**config.mk**
```make
export PLATFORM = sky130hd
export DESIGN_NAME = not_16
export DESIGN_NICKNAME = d
export VERILOG_FILES = /design/src/rtl/hack_pkg.sv /design/src/rtl/nand2.sv /design/src/rtl/not_16.sv
export SDC_FILE = /design/constraint.sdc
export NUM_CORES = 1
export LEC_CHECK = 0
export CAP_MARGIN = 20
export CORE_UTILIZATION = 30
export DETAILED_ROUTE_END_ITERATION = 8
export DONT_BUFFER_PORTS = 1
export PLACE_DENSITY = 0.47
export SLEW_MARGIN = 10
export SYNTH_ARGS = -nofsm -noshare
export SYNTH_HDL_FRONTEND = slang
export SYNTH_SLANG_ARGS = --single-unit
```
**constraint.sdc**
```tcl
create_clock -name clk -period 0.94 [get_ports clk]
set_input_delay 0.141 -clock clk [delete_from_list [all_inputs] [get_ports clk]]
set_output_delay 0.141 -clock clk [all_outputs]
set_load 0.01 [all_outputs]
```
**src/rtl/hack_pkg.sv**
```systemverilog
// Shared Hack datapath definitions: word width, word type and the two
// constant words used by the gate-level chips.
package hack_pkg;

  localparam int HACK_WORD = 16;

  typedef logic [HACK_WORD-1:0] hack_word_t;

  localparam hack_word_t WORD_ZERO = 16'h0000;
  localparam hack_word_t WORD_ONES = 16'hFFFF;

endpackage : hack_pkg

```
**src/rtl/nand2.sv**
```systemverilog
// Two-input NAND: the single gate primitive every Hack chip is built from.
module nand2 (
  input  logic a,
  input  logic b,
  output logic y
);

  // Inversion lives only here; all other logic composes this cell.
  assign y = ~(a & b);

endmodule : nand2

```
**src/rtl/not_16.sv**
```systemverilog
// 16-bit Hack NOT chip. The combinational result comes from a row of NAND
// cells with both inputs tied together; a registered copy and a one-cycle
// change flag are provided for pipelined consumers.
module not_16
  import hack_pkg::*;
#(
  parameter int WIDTH = HACK_WORD
) (
  input  logic             clk,
  input  logic             rst_n,
  input  logic [WIDTH-1:0] in,
  output logic [WIDTH-1:0] out,
  output logic [WIDTH-1:0] out_q,
  output logic             chg_q
);

  logic [WIDTH-1:0] out_d;
  logic             chg_d;

  // NAND(x, x) == NOT x; X/Z on an input bit propagates naturally as X.
  for (genvar i = 0; i < WIDTH; i++) begin : g_inv
    nand2 u_nand2 (
      .a (in[i]),
      .b (in[i]),
      .y (out[i])
    );
  end

  // Next registered value and change flag, compared against the current copy.
  always_comb begin
    out_d = out;
    chg_d = (out != out_q);
  end

  // Registered copy and change flag; reset clears both without waiting for a clock.
  always_ff @(posedge clk or negedge rst_n) begin
    if (!rst_n) begin
      out_q <= '0;
      chg_q <= 1'b0;
    end else begin
      out_q <= out_d;
      chg_q <= chg_d;
    end
  end

endmodule : not_16

```
**After elaboration in Yosys (flattened, before gate mapping)**

Index checks and enable logic that the tools add are counted.

- Add/sub/neg operators: 0
- Shift operators: 0
- Muxes and demuxes: 0
- Div/mod/pow operators: 0
- Eq/ne operators: 1
- Magnitude comparators: 0
- Bitwise gates (word level): 16
- Multipliers: 0
- Reduce and logical (&&, ||, !) cells: 0

Operator list:

| cell | count |
|---|---|
| inequality test 16 bit | 1 |
| NOT 1 bit | 16 |

- Memories: 0
- RAM bits: 0
- ROM bits: 0
- Output and inout bits: 33
- Word-level logic and storage cells: 19
- Bits in latches: 0
- Flip-flop bits (word level): 17
- Input bits: 18

**Depth between registers and ports, before layout**

- Depth in word-level cells: 2
- Mapped depth: 3
- Depth with buffers taken out: 3

**Cells and area by module**

A second synthesis with hierarchy kept.

- Cell total of the unflattened synthesis: 54
- Area total of the unflattened synthesis: 656.9 um^2

By module, submodules not included:

| module | area an instance (um^2) | times used | sequential area each (um^2) | cells each |
|---|---|---|---|---|
| not_16 | 596.8 | 1 | 425.4 | 38 |
| nand2 | 3.8 | 16 | 0.0 | 1 |

**Worst setup path before layout**

No wires, ideal clock.

- Path type: register to register
- From: register out_q[11]
- To: register chg_q
- Path slack: -0.087 ns
- Cell stages (with the launch flop): 4
- Clock period less this slack: 1.027 ns
- Library setup time: 0.140 ns
- Required time: 0.800 ns
- Arrival time: 0.887 ns
- Buffers on the path: 0
- Cell sequence: dfrtp_1 > xnor2_1 > nor4_1 > nand4_1

- Word-level cells in the longest chain between the ends: 1

RTL lines:

| element | line | text |
|---|---|---|
| from (decl) | not_16.sv:13 | `output logic [WIDTH-1:0] out_q,` |
| from (signal assigned) | not_16.sv:41 | `out_q <= out_d;` |
| inequality test 16 bit | not_16.sv:32 | `chg_d = (out != out_q);` |
| net chg_d | not_16.sv:18 | `logic chg_d;` |
| to (signal assigned) | not_16.sv:42 | `chg_q <= chg_d;` |
| to (decl) | not_16.sv:14 | `output logic chg_q` |

The timed path passes the listed nets, and every way through them passes these cells.

**Worst setup path in the final report**

- From: register out_q[9]
- To: register chg_q

The elaborated chain is that of the path after synthesis.

==> results.md <==
- The startpoint identified for the worst register-to-register timing path is out_q[9]$_DFF_PN0_.
- Adding up every negative setup slack in the final design gives -0.8937 ns.
- By area the synthesized netlist is led by sky130_fd_sc_hd__dfrtp_1, sky130_fd_sc_hd__xnor2_1, sky130_fd_sc_hd__buf_4, sky130_fd_sc_hd__inv_1, sky130_fd_sc_hd__nor4_1.
- For the final database, setup skew stands at 0.0007768 ns.
- The initial antenna violation count was 0.
- The placeable core region is around 2500 µm².
- The relative contribution of the clock network to total power is 0.258.
- The worst-case IR drop observed on VDD is 0.0009131 V.
- The share of power burned in combinational logic is 0.203.
- The number of global-route vias before repair is 575.
- The net count after synthesis is 88.
- The insertion delay to the later sink of the worst-skew pair is 0.28 ns.
- The highest fanout seen on the critical path is 2.
- The maximum number of pins on one net before global-route repair is 18.
- Setup violations remaining at the end of the flow were counted as 17.
- The CTS tree is yes.
- Across every metal layer, demand over resource in global routing totals 0.1164.
- The proportion of layout cells with a drive suffix above 1 is 0.3368.
- The post-synthesis cell area is 777.0 µm².
- The clock slew seen by the registers of the worst setup and hold paths is 0.10 ns.
- The actual slew at the worst max-slew pin is 0.7665 ns.
- The number of antenna cells inserted is 0.
- The area taken by flip-flops and latches is about 430 µm².
- The share of the Yosys chip area taken by registers is 0.5475.
- The master of the slowest instance on the critical path is sky130_fd_sc_hd__dfrtp_1.
- The worst setup margin is -0.2151 ns.
- CTS built an H-tree with a depth of 1.
- Data on the critical path is required at its endpoint by ~1.1 ns.
- The number of hold violations in the final report is 17.
- The post-synthesis instance total is 70.
- The row count is 18.
- The net switching power of the design is about 0.37 mW.
- The number of top-level pins is 51.
- The count of warnings emitted by yosys is 0.
- The number of vias in the routed layout is between 500 and 600.
- Setup repair after global routing could not meet its margin everywhere.
- Based on the critical path, the design can be clocked at up to 865.7 MHz.
- Compared with the post-synthesis result, the final layout area differs by 43.80%.
- At the end of routability-driven placement, the weighted congestion stood at 0.6612.
- Each instance of the synthesized netlist takes up on average 11.10 µm².
- The initial core utilization is 0.3165.
- The proportion of netlist area held by the largest area contributor is 0.5475.
- The min-delay analysis places its worst path in the category input port to asynchronous set/reset pin.
- The remaining antenna violation count is 0.
- The average detailed-routed wire length per instance is ~11 µm.
- The finished layout holds 125 standard cells, fillers aside.
- The commonest cells after synthesis are sky130_fd_sc_hd__dfrtp_1, sky130_fd_sc_hd__buf_4, sky130_fd_sc_hd__inv_1, sky130_fd_sc_hd__xnor2_1, sky130_fd_sc_hd__nor4_1.
- The static leakage is approximately 0.53 nW.
- On the final layout, the worst hold slack is -0.01130 ns.
- The die is 52.89 µm tall.
- Tracing the worst setup path back leads to its startpoint at out_q[9]$_DFF_PN0_.
- Measured against its own limit, the worst slew margin works out to 0.4890.
- Fill cells in the final layout number 240.
- The count of final max-slew check failures is 0.
- The run finished, with violations left.
- In the synthesized netlist the async set-or-reset flop fraction comes to 1.000.
- The tool flagged a number of max-cap violations equal to 0.
- For this run, the detailed router's first-pass iteration total came to 1.
- The classification of the worst setup path is flop to flop.
- The setup check on the worst reg-to-reg path leaves a slack of -0.22 ns.
- The horizontal extent of the die is 52.89 µm.
- The power per unit of standard cell area is 1321 nW/µm².
- The final net count is 114.
- Internal power comes to between 1 and 1.5 mW.
- The fraction of the cycle the final worst path needs is 1.229.
- The count of port buffers added during placement is 0.
- The number of buffers created by CTS is 3.
- In the post-synthesis netlist, the cell with the most instances is sky130_fd_sc_hd__dfrtp_1.
- With fillers left out, the area of the finished cells amounts to 1117 µm².
- After synthesis, the netlist uses 6 different library cells.
- The total clock sinks is 17.
- The aggregate global routing overflow is 0.
- The root buffer cell is sky130_fd_sc_hd__clkbuf_4.
- The delay contributed by the slowest stage of the critical path is 0.41 ns.
- The most used flip-flop cell after synthesis is sky130_fd_sc_hd__dfrtp_1.
- The critical path goes through xnor2_1, nor4_1, buf_4, nand4_1.
- The first global-routing pass estimated approximately 2200 µm of wire.
- The number of enable-type register cells in the synthesized netlist is 0.
- The final layout contains routed wiring with a total length of 1409 µm.
- Of the total power, registers draw 0.539.
- The end of the worst register-to-register path is chg_q$_DFF_PN0_.
- The checks that failed: hold timing, setup timing.
- After detailed placement, the design holds a cell count of 103.
- The worst setup path is captured at a flop.
- The critical path data arrival time is 1.31 ns.
- The floorplan step defined a die boundary enclosing between 2000 and 3000 µm².
- The instance area after placement is ~840 µm².
- For the worst flop-to-flop path, the logic depth is 4.
- The minimum clock period after layout is 1.155 ns.
- The post-synthesis cell type with the largest combined area is sky130_fd_sc_hd__dfrtp_1.
- The clock passes through at most 2 buffers.
- The number of DRC markers after the initial detailed-route iteration is 0.
- The nature of the critical path startpoint is a flop.
- The post-synthesis register bit count is 17.
- In the final layout, the multi-input gates occupy 177.7 µm².
- The detailed-route vias per instance is 4.152.
- Once detailed placement completed, the half-perimeter wirelength came to 995 µm.
- Of the total power, the share spent switching nets is 0.2537.
- After detailed routing, the number of remaining DRC violations is 0.
==> cell families after synthesis <==
group                     count (synthesis)  share of synthesized area
and+or+nand+nor                           5                    0.04026
buffers and inverters                    32                     0.2319
DFF                                      17                     0.5475
xor gates and xnor gates                 16                     0.1803
==> final cells by class <==
type | instances | area share
clock buffer | 3 | 0.02016
clock inverter | 1 | 0.004479
inverter | 16 | 0.05375
multi-input combinational | 21 | 0.1590
sequential | 17 | 0.3807
tap | 30 | 0.03359
timing repair buffer | 37 | 0.3483
==> metrics by stage <==
step	utilization	total power, mW	setup slack, ns
floorplan	-	0.9728	-0.08654
global placement	0.3410	1.004	-0.2653
detailed placement	0.3410	1.005	-0.2621
CTS	0.4501	1.501	-0.2288
global route	0.4551	1.567	-0.3352
finish	0.4551	1.476	-0.2151
==> registers in the layout, indices dropped and copies added (netlist names) <==
signal / cells
out_q: 16
chg_q: 1
==> cell usage in the layout, fill, tap and decap left out <==
master,synthesis,routed
sky130_fd_sc_hd__inv_2,0,7
sky130_fd_sc_hd__dlymetal6s4s_1,0,2
sky130_fd_sc_hd__clkbuf_4,0,3
sky130_fd_sc_hd__nand4_1,1,1
sky130_fd_sc_hd__buf_4,16,3
sky130_fd_sc_hd__dlygate4sd3_1,0,15
sky130_fd_sc_hd__clkinv_2,0,1
sky130_fd_sc_hd__nor4_2,0,1
sky130_fd_sc_hd__xnor2_1,16,16
sky130_fd_sc_hd__nor4_1,4,3
sky130_fd_sc_hd__dfrtp_1,17,17
sky130_fd_sc_hd__buf_6,0,17
sky130_fd_sc_hd__inv_1,16,9
==> how the worst max path moves through the flow <==
stage / endpoint / slack (ns) / cells after the start
after floorplan: chg_q$_DFF_PN0_ / -0.09 / 3
after global placement: chg_q$_DFF_PN0_ / -0.27 / 3
after detailed placement: chg_q$_DFF_PN0_ / -0.26 / 3
after CTS: chg_q$_DFF_PN0_ / -0.23 / 4
after global routing: chg_q$_DFF_PN0_ / -0.34 / 4
final: chg_q$_DFF_PN0_ / -0.22 / 4
==> power by group through the flow <==
| stage | sequential [mW] | combinational (mW) | clock, mW |
|---|---|---|---|
| floorplan | 0.821 | 0.151 | 0 |
| global placement | 0.803 | 0.201 | 0 |
| detailed placement | 0.805 | 0.200 | 0 |
| CTS | 0.797 | 0.297 | 0.407 |
| global route | 0.801 | 0.329 | 0.437 |
| finish | 0.796 | 0.300 | 0.380 |
==> per-layer routing <==
metal / GRT usage / share of wire / vias to the layer above / wire (µm)
met1: 0.1221 / 0.37 / 254 / 516
met3: 0.04023 / 0.075 / 2 / 105
met4: 0.07895 / 0.012 / 0 / 17
li1: - / - / 240 / -
met2: 0.1941 / 0.55 / 23 / 769
met5: 0 / 0 / - / 0
==> worst max-delay path: cells and delay by family (launching register included) <==
| family | cells | cell delay, ns |
|---|---|---|
| flops | 1 | 0.41 |
| simple gates | 2 | 0.34 |
| buf+inv | 1 | 0.15 |
| xor+xnor | 1 | 0.13 |
==> what timing repair did <==
action	4_1_cts	5_1_grt
buffers inserted	0	1
hold endpoints to repair	33	0
hold buffers	17	0
resized for setup	18	9
pin swaps	0	1
endpoints found under the setup margin	17	41
(Power assumes the default switching activity.)
